<file path="config.mk">
export PLATFORM = sky130hd
export DESIGN_NAME = instr_fetch_unit
export DESIGN_NICKNAME = d
export VERILOG_FILES = /design/src/rtl/instr_fetch_unit_pkg.sv /design/src/rtl/instr_fetch_unit_fifo.sv /design/src/rtl/instr_fetch_unit.sv
export SDC_FILE = /design/constraint.sdc
export NUM_CORES = 1
export LEC_CHECK = 0
export CAP_MARGIN = 20
export CORE_MARGIN = 4
export CORE_UTILIZATION = 50
export CTS_BUF_LIST = sky130_fd_sc_hd__clkbuf_8 sky130_fd_sc_hd__clkbuf_16
export DETAILED_ROUTE_END_ITERATION = 8
export HOLD_SLACK_MARGIN = 0.02
export PLACE_DENSITY_LB_ADDON = 0.15
export SLEW_MARGIN = 20
export SYNTH_ARGS = -nofsm -noshare
export SYNTH_HDL_FRONTEND = slang
export SYNTH_SLANG_ARGS = --single-unit
</file>
<file path="constraint.sdc">
create_clock -name CLK -period 3.8 [get_ports CLK]
set_input_delay 1.14 -clock CLK [delete_from_list [all_inputs] [get_ports CLK]]
set_output_delay 1.14 -clock CLK [all_outputs]
set_load 0.05 [all_outputs]
</file>
<file path="src/rtl/instr_fetch_unit_pkg.sv">
// Shared widths, FSM encodings and the prefetch entry layout for the instruction fetch unit.
package instr_fetch_unit_pkg;

    localparam int unsigned IF_ADDR_W_M1   = 7;
    localparam int unsigned IF_DATA_W_M1   = 7;
    localparam int unsigned IF_ADDR_W      = IF_ADDR_W_M1 + 1;
    localparam int unsigned IF_DATA_W      = IF_DATA_W_M1 + 1;
    localparam int unsigned IM_WAIT_CYCLES = 2;
    localparam int unsigned PF_DEPTH       = 2;

    localparam logic [IF_ADDR_W-1:0] RESET_PC = 8'h00;
    localparam logic [IF_DATA_W-1:0] IF_NOP   = 8'h00;

    localparam logic IF_ST_WAIT  = 1'b0;
    localparam logic IF_ST_PAUSE = 1'b1;

    typedef struct packed {
        logic [IF_ADDR_W-1:0] pc;
        logic [IF_DATA_W-1:0] instr;
    } pf_entry_t;

endpackage

</file>
<file path="src/rtl/instr_fetch_unit_fifo.sv">
// Prefetch FIFO of {pc, instr} entries with push/pop/flush; flush wins over everything else.
module instr_fetch_unit_fifo
    import instr_fetch_unit_pkg::*;
#(
    parameter int unsigned DEPTH = PF_DEPTH
) (
    input  logic                       clk_i,
    input  logic                       rst_i,
    input  logic                       push_i,
    input  logic                       pop_i,
    input  logic                       flush_i,
    input  pf_entry_t                  wdata_i,
    output pf_entry_t                  head_o,
    output logic                       empty_o,
    output logic [$clog2(DEPTH):0]     count_o
);

    localparam int unsigned PTR_W = $clog2(DEPTH);
    localparam int unsigned CNT_W = PTR_W + 1;

    pf_entry_t          mem_q [DEPTH];
    logic [PTR_W-1:0]   wr_ptr_q, wr_ptr_d;
    logic [PTR_W-1:0]   rd_ptr_q, rd_ptr_d;
    logic [CNT_W-1:0]   count_q, count_d;
    logic               do_push, do_pop;

    always_comb begin
        do_pop   = pop_i && (count_q != '0);
        do_push  = push_i && ((count_q < CNT_W'(DEPTH)) || do_pop);
        wr_ptr_d = wr_ptr_q;
        rd_ptr_d = rd_ptr_q;
        count_d  = count_q;
        if (flush_i) begin
            wr_ptr_d = '0;
            rd_ptr_d = '0;
            count_d  = '0;
        end else begin
            if (do_push) wr_ptr_d = wr_ptr_q + PTR_W'(1);
            if (do_pop)  rd_ptr_d = rd_ptr_q + PTR_W'(1);
            count_d = count_q + CNT_W'(do_push) - CNT_W'(do_pop);
        end
    end

    always_ff @(posedge clk_i) begin
        if (rst_i) begin
            wr_ptr_q <= '0;
            rd_ptr_q <= '0;
            count_q  <= '0;
        end else begin
            wr_ptr_q <= wr_ptr_d;
            rd_ptr_q <= rd_ptr_d;
            count_q  <= count_d;
        end
    end

    // Storage is never read while empty, so it needs no reset.
    always_ff @(posedge clk_i) begin
        if (do_push && !flush_i) mem_q[wr_ptr_q] <= wdata_i;
    end

    assign head_o  = mem_q[rd_ptr_q];
    assign empty_o = (count_q == '0);
    assign count_o = count_q;

endmodule

</file>
<file path="src/rtl/instr_fetch_unit.sv">
// Fetch initiator: holds the IM address for a settle time, captures the byte into the prefetch buffer,
// and serves decode over valid/ready with branch redirect and pause.
module instr_fetch_unit
    import instr_fetch_unit_pkg::*;
(
    input  logic                 CLK,
    input  logic                 RST,
    output logic [IF_ADDR_W-1:0] ABUS,
    input  logic [IF_DATA_W-1:0] DATABUS,
    input  logic                 FETCH_EN,
    input  logic                 BR_TAKEN,
    input  logic [IF_ADDR_W-1:0] BR_TARGET,
    output logic                 INSTR_VALID,
    input  logic                 INSTR_READY,
    output logic [IF_DATA_W-1:0] INSTR,
    output logic [IF_ADDR_W-1:0] INSTR_PC
);

    localparam int unsigned WCNT_W  = $clog2(IM_WAIT_CYCLES + 1);
    localparam int unsigned OCC_W   = $clog2(PF_DEPTH) + 1;

    logic                 state_q, state_d;
    logic [WCNT_W-1:0]    cnt_q, cnt_d;
    logic [IF_ADDR_W-1:0] pc_q, pc_d;

    logic                 push, pop, flush, capture, fifo_empty;
    logic [OCC_W-1:0]     occ, occ_after_pop, occ_post;
    pf_entry_t            head, wdata;

    assign pop           = INSTR_VALID && INSTR_READY;
    assign capture       = (state_q == IF_ST_WAIT) && (cnt_q == WCNT_W'(IM_WAIT_CYCLES - 1));
    assign occ_after_pop = occ - OCC_W'(pop);
    assign occ_post      = occ_after_pop + OCC_W'(capture);
    assign wdata         = '{pc: pc_q, instr: DATABUS};

    always_comb begin
        state_d = state_q;
        cnt_d   = cnt_q;
        pc_d    = pc_q;
        push    = 1'b0;
        flush   = 1'b0;
        if (BR_TAKEN) begin
            flush   = 1'b1;
            pc_d    = BR_TARGET;
            cnt_d   = '0;
            state_d = FETCH_EN ? IF_ST_WAIT : IF_ST_PAUSE;
        end else begin
            case (state_q)
                IF_ST_WAIT: begin
                    if (capture) begin
                        push    = 1'b1;
                        pc_d    = pc_q + IF_ADDR_W'(1);
                        cnt_d   = '0;
                        state_d = (FETCH_EN && (occ_post < OCC_W'(PF_DEPTH))) ? IF_ST_WAIT : IF_ST_PAUSE;
                    end else if (!FETCH_EN) begin
                        // Abandon the in-flight fetch; the same address is refetched from scratch.
                        cnt_d   = '0;
                        state_d = IF_ST_PAUSE;
                    end else begin
                        cnt_d   = cnt_q + WCNT_W'(1);
                    end
                end
                default: begin
                    if (FETCH_EN && (occ_after_pop < OCC_W'(PF_DEPTH))) begin
                        cnt_d   = '0;
                        state_d = IF_ST_WAIT;
                    end
                end
            endcase
        end
    end

    always_ff @(posedge CLK) begin
        if (RST) begin
            state_q <= IF_ST_WAIT;
            cnt_q   <= '0;
            pc_q    <= RESET_PC;
        end else begin
            state_q <= state_d;
            cnt_q   <= cnt_d;
            pc_q    <= pc_d;
        end
    end

    instr_fetch_unit_fifo #(
        .DEPTH (PF_DEPTH)
    ) u_fifo (
        .clk_i   (CLK),
        .rst_i   (RST),
        .push_i  (push),
        .pop_i   (pop),
        .flush_i (flush),
        .wdata_i (wdata),
        .head_o  (head),
        .empty_o (fifo_empty),
        .count_o (occ)
    );

    assign ABUS        = pc_q;
    assign INSTR_VALID = !fifo_empty;
    assign INSTR       = fifo_empty ? IF_NOP : head.instr;
    assign INSTR_PC    = fifo_empty ? '0 : head.pc;

endmodule

</file>
==> results of run 1 <==
## Yosys cell counts, drive strengths merged, types with 2 or more instances
cell,count,area share [%]
nor4b,2,0.83
a311oi,4,1.7
o21ai,4,0.94
ha,5,3.0
nor3,4,0.94
mux2i,16,7.6
nand3,2,0.47
edfxtp,32,45
clkbuf,2,0.35
and2,3,0.89
a211oi,2,0.71
or3,3,0.89
xnor2,5,2.4
o21a,5,1.8
inv,7,1.2
nand3b,2,1.3
a21oi,2,0.47
nand2,5,0.89
buf,6,1.7
dfxtp,16,15
o31a,2,0.89
nor2,26,4.6
## layout make-up
cell class | count | share of cell area [%]
Clock buffer | 5 | 2.50
Clock inverter | 3 | 2.32
Inverter | 7 | 0.954
Multi-Input combinational cell | 107 | 28.2
Sequential cell | 48 | 46.5
Tap cell | 50 | 2.27
Timing Repair Buffer | 48 | 17.3
## sequential cells by signal, summed over array words and instances (netlist names), named ones only
signal	cells
ABUS	8
cnt_q	2
state_q	1
u_fifo.count_o	2
u_fifo.mem_q	32
u_fifo.rd_ptr_q	1
u_fifo.wr_ptr_q	1
## layout by cell type (no fill, tap or decap), types with 3 or more instances in the layout
cell / count
dfxtp_1: 16
o21ai_0: 4
xnor2_1: 4
a311oi_1: 4
and2_1: 3
edfxtp_1: 32
ha_1: 5
nor2_1: 26
mux2i_1: 16
inv_1: 8
or3_1: 3
clkbuf_8: 5
o21a_1: 5
nor3_1: 4
nand2_1: 5
clkdlybuf4s50_1: 45
## cell families (layout without fill, tap and decap cells)
family          Yosys count  count (layout)
fa+ha+maj                 5               5
buf+inv                  15              63
xor+xnor                  6               6
simple gates             55              55
flops                    48              48
mux                      17              17
compound gates           24              24
## metal layers
layer  global-route usage (%)  routed length, um  vias up
met5                        0                  0        -
met1                     20.0               1650      674
met2                     29.2               2130       31
met4                     5.53                 55        0
met3                     4.55                173        6
li1                         -                  -      719
## through the flow
step                      power, mW  hold slack (ns)  cell area (sq um)  setup WS [ns]
final                          1.10            0.542               2760          0.480
after global routing           1.14            0.566               2760          0.382
after CTS                      1.11            0.548               2760          0.457
after detailed placement      0.693            0.535               2620          0.674
after global placement        0.689            0.525               2610          0.506
after floorplan               0.646            0.520               2120          0.343
## power groups by stage
stage | Sequential [mW] | Combinational [mW] | Clock (mW)
2_1_floorplan | 0.608 | 0.0381 | 0
3_3_place_gp | 0.590 | 0.0985 | 0
3_5_place_dp | 0.592 | 0.102 | 0
4_1_cts | 0.580 | 0.102 | 0.427
5_1_grt | 0.582 | 0.108 | 0.451
6_report | 0.580 | 0.101 | 0.419
## critical path, delay by kind of cell, from the launching register on
kind,cells,cell delay [ns]
DFF,1,0.39
buffers and inverters,2,0.93
and+or+nand+nor,2,0.56
## worst max-delay path by stage
stage | end | slack, ns | cells after the start
finish | INSTR[2] | 0.48 | 4
global placement | INSTR_PC[2] | 0.51 | 3
floorplan | u_fifo.mem_q[0][0] | 0.34 | 2
detailed placement | u_fifo.mem_q[1][5] | 0.67 | 3
CTS | INSTR[2] | 0.46 | 4
global route | INSTR_PC[2] | 0.38 | 4
==> impl_metrics.toml, run 1 <==
[floorplan]
die_x_um = 73.1
die_area_sq_um = 5350
die_y_um = 73.1
start_util_pct = 52.2
io-pin-count = 46
std_cell_rows = 23
core_sq_um = 4060

[global_routing]
grt_max_degree = 18
track_usage_pct = 16.8
grt_pass1_vias = 1427
antenna_found_initial = 0
grt_pass1_wl_um = 6790
gr-total-overflow = 0

[setup_path]
end_kind = "output port"
cp_slowest_stage_delay_ns = 0.70
r2r_cells = 4
slowest_stage = "clkdlybuf4s50_1"
r2r-end = "u_fifo.mem_q[1][9]"
timing.critical_path.mode_cell = "nor2_1"
crit_chain = "nor2_1, buf_6, nor2_1, clkdlybuf4s50_1"
reg2reg_slack_ns = 1.60
cp-startpoint = "u_fifo.count_o[1]"
arrival_ns = 2.18
cp-start-kind = "flip-flop"
r2r_start = "cnt_q[0]"
worst-setup-path-type = "flip-flop to output port"
crit_path_max_fanout = 12
required_ns = 2.66

[yosys]
synth_mux_area_share_pct = 8.26
syn_inst = 170
synth_async_sr_flop_share_pct = 0
ys_ff_latch = 48
yosys.area_share.simple_pct = 13.8
synth-compound-area-share_pct = 8.44
synth_xor_area_share_pct = 2.83
synth_edf_count = 32
netlist-cell-type-count = 41
syn-num-nets = 196
synth_adder_area_share_pct = 2.95
synth.cell_area_sq_um = 2120
yosys_most_used_dff = "edfxtp_1"
synth.avg_cell_area_sq_um = 12.5
synth_top_family_by_area = "simple AND/OR/NAND/NOR gates"
yosysWarnings = 0
yosysSeqAreaShare_pct = 60.4

[worst_hold_path]
worstHoldEndpoint = "u_fifo.mem_q[1][14]"
hold-path-cell-count = 0
hp-start = "ABUS[6]"
hold_path.class = "flip-flop to flip-flop"

[timing]
slew_violations = 0
post-route-period-util_pct = 87.4
fin_skew_ns = 0.00531
tns_ns = 0
fin_crit_ns = 3.32
max-slew-margin-rel_pct = 49.5
final-setup-viol-count = 0
worst_pin_slew_ns = 0.758
max_freq_mhz = 301
rsz0062_at_grt = "no"
hold_viol = 0

[route]
drc = 0
drtAntennaViolNets = 0
drt_first_pass_iters = 4
wl_per_cell_um = 15.0
vias = 1430
totalWireLength_um = 4010
viasPerCell = 5.34
drt-initial-drc-count = 77

[placement]
gp_congestion = 0.771
hpwl_um = 2960
dp.cells = 260
port_buffers = 45

[pwr]
cellLeakagePower_nw = 0.970
power.density_nw_per_um2 = 399
seq_power_share_pct = 52.7
ir_drop_mv = 0.222
switching_share_pct = 20.7
switching_power_mw = 0.228
p_int_mw = 0.872
clock_power_share_pct = 38.1
share_comb_of_total_power_pct = 9.2

[clock_tree]
clkTransAtPathRegs_ns = 0.08
numCtsBuffers = 5
cts_sinks = 48
cts_tree = "done"
clk_latency_ns = 0.30
postCtsResizedCells = 0
clk_root_buffer_cell = "clkbuf_8"
cts.path.max_buffers = 2
holdBufCountCts = 0
htree_levels = 2
cts_setup_buffers = 0

[layout]
drive_gt1_share_pct = 8.26
syn_to_final_growth_pct = 30.0
final_core_util_pct = 67.9
fillerInstances = 299
antenna_cells = 0
finalNonFillerCells = 268
multi_input_area_sq_um = 776
nNetsFinal = 243
regArea_sq_um = 1280

[status]
status = "finished, final reports clean"

[run]
drv_cap = 0
(Power assumes the default switching activity.)
==> inputs of run 2 (changes only) <==
--- a/config.mk
+++ b/config.mk
@@ -11,7 +11,7 @@
 export CTS_BUF_LIST = sky130_fd_sc_hd__clkbuf_8 sky130_fd_sc_hd__clkbuf_16
 export DETAILED_ROUTE_END_ITERATION = 8
 export HOLD_SLACK_MARGIN = 0.02
-export PLACE_DENSITY_LB_ADDON = 0.15
+export PLACE_DENSITY = 0.85
 export SLEW_MARGIN = 20
 export SYNTH_ARGS = -nofsm -noshare
 export SYNTH_HDL_FRONTEND = slang
==> run 2 against run 1 <==
  * Clock-buffer cell count unchanged
  * Sequential share of layout area up 0.45 points
  * Critical path depth down 1
  * Non-clock buffer count unchanged
  * Critical path type unchanged
  * Largest power group unchanged
  * Highest routed layer unchanged
==> impl_metrics.toml, run 2 (synthesized netlist as in run 1, its figures left out) <==
[timing]
fin_skew_ns = 0.00396
worst_pin_slew_ns = 0.727
fin_crit_ns = 3.23
slew_violations = 0
post-route-period-util_pct = 84.9
setup_slack_ns = 0.574
tns_ns = 0
max_freq_mhz = 310
hold_viol = 0
max-slew-margin-rel_pct = 51.6
final-setup-viol-count = 0
rsz0062_at_grt = "no"
whs_ns = 0.552

[route]
route.met2.wl_um = 1910
drc = 0
drt-initial-drc-count = 59
vias = 1439
drt_first_pass_iters = 4
viasPerCell = 5.37
drtAntennaViolNets = 0
wl_met3_um = 262
route.top_layer_used = "met4"
wl_per_cell_um = 14.4
wl_met1_um = 1670
totalWireLength_um = 3860

[worst_hold_path]
hp-start = "ABUS[7]"
hold_path.class = "flip-flop to flip-flop"
hold-path-cell-count = 0
worstHoldEndpoint = "u_fifo.mem_q[1][15]"

[clock_tree]
cts.path.max_buffers = 2
htree_levels = 2
numCtsBuffers = 5
clk_root_buffer_cell = "clkbuf_8"
cts_sinks = 48
cts_tree = "done"
holdBufCountCts = 0
clkTransAtPathRegs_ns = 0.08
cts_setup_buffers = 0
clk_latency_ns = 0.28
postCtsResizedCells = 0

[setup_path]
slowest_stage = "clkdlybuf4s50_1"
crit_chain = "nor2_2, nor2_1, clkdlybuf4s50_1"
r2r-end = "u_fifo.mem_q[1][13]"
reg2reg_slack_ns = 1.62
worst-setup-path-type = "flip-flop to output port"
required_ns = 2.66
cp-start-kind = "flip-flop"
r2r_start = "cnt_q[0]"
end_kind = "output port"
arrival_ns = 2.09
crit_path_max_fanout = 17
cp_slowest_stage_delay_ns = 0.74
r2r_cells = 4

[pwr]
switching_power_mw = 0.219
cellLeakagePower_nw = 0.960
share_comb_of_total_power_pct = 9.9
seq_power_share_pct = 56.7
p_int_mw = 0.804
power.density_nw_per_um2 = 375
clock_power_share_pct = 33.4
ir_drop_mv = 0.286
switching_share_pct = 21.4

[layout]
largest_register_ffs = 32
layout_common_cells = "clkdlybuf4s50_1, edfxtp_1, nor2_1"
regMostFlops = "u_fifo.mem_q"
antenna_cells = 0
final_common_cell = "clkdlybuf4s50_1"
syn_to_final_growth_pct = 28.7
final_core_util_pct = 67.3
nNetsFinal = 243
drive_gt1_share_pct = 8.72
fin_area_sq_um = 2730

[floorplan]
die_area_sq_um = 5350
core_sq_um = 4060
std_cell_rows = 23
die_y_um = 73.1
die_x_um = 73.1
start_util_pct = 52.2
io-pin-count = 46

[placement]
hpwl_um = 2730
gp_congestion = 0.763
place_ws_ns = 0.535
postPlaceCellArea_sq_um = 2620
port_buffers = 45

[global_routing]
track_usage_pct = 15.3
gr-total-overflow = 0
grt_max_degree = 18
grt_pass1_wl_um = 6280
grt_pass1_vias = 1341
antenna_found_initial = 0

[status]
status = "finished, final reports clean"

[run]
drv_cap = 0
-- run 2: final cells by class --
cell class                 instances  area (sq um)
sequential                        48          1280
inverter                           7          26.3
tap                               50          62.6
multi-input combinational        107           778
fill                             302          1330
clock inverter                     3          38.8
timing repair buffer              48           473
clock buffer                       5          68.8
-- run 2: through the flow --
| stage | power, mW | std cells |
|---|---|---|
| floorplan | 0.646 | 170 |
| global placement | 0.691 | 260 |
| detailed placement | 0.693 | 260 |
| CTS | 1.03 | 268 |
| global route | 1.07 | 268 |
| finish | 1.02 | 268 |
-- run 2: how the worst max path moves through the flow --
| stage | from | endpoint | slack [ns] | cells after the start |
|---|---|---|---|---|
| CTS | u_fifo.count_o[1] | INSTR_PC[3] | 0.20 | 3 |
| detailed placement | u_fifo.count_o[1] | INSTR_PC[3] | 0.54 | 3 |
| global route | u_fifo.count_o[1] | INSTR_PC[3] | 0.36 | 3 |
| finish | u_fifo.count_o[1] | INSTR_PC[3] | 0.57 | 3 |
| global placement | u_fifo.count_o[1] | INSTR_PC[7] | 0.59 | 3 |
| floorplan | BR_TAKEN | u_fifo.mem_q[0][0] | 0.34 | 2 |
-- run 2: worst max-delay path, delay by kind of cell, from the launching register on --
kind | cells | cell delay (ns)
simple gates | 2 | 0.67
flops | 1 | 0.39
buf+inv | 1 | 0.74
-- run 2: per-layer routing --
layer | global-route usage (%) | up-vias
li1 | - | 711
met1 | 20.3 | 673
met2 | 25.1 | 51
met3 | 4.13 | 4
met4 | 3.07 | 0
met5 | 0 | -
-- run 2: power by group through the flow --
stage,clock network [mW],logic (mW),registers [mW]
global route,0.378,0.108,0.583
detailed placement,0,0.101,0.592
CTS,0.351,0.102,0.580
floorplan,0,0.0381,0.608
global placement,0,0.0997,0.591
finish,0.342,0.101,0.580
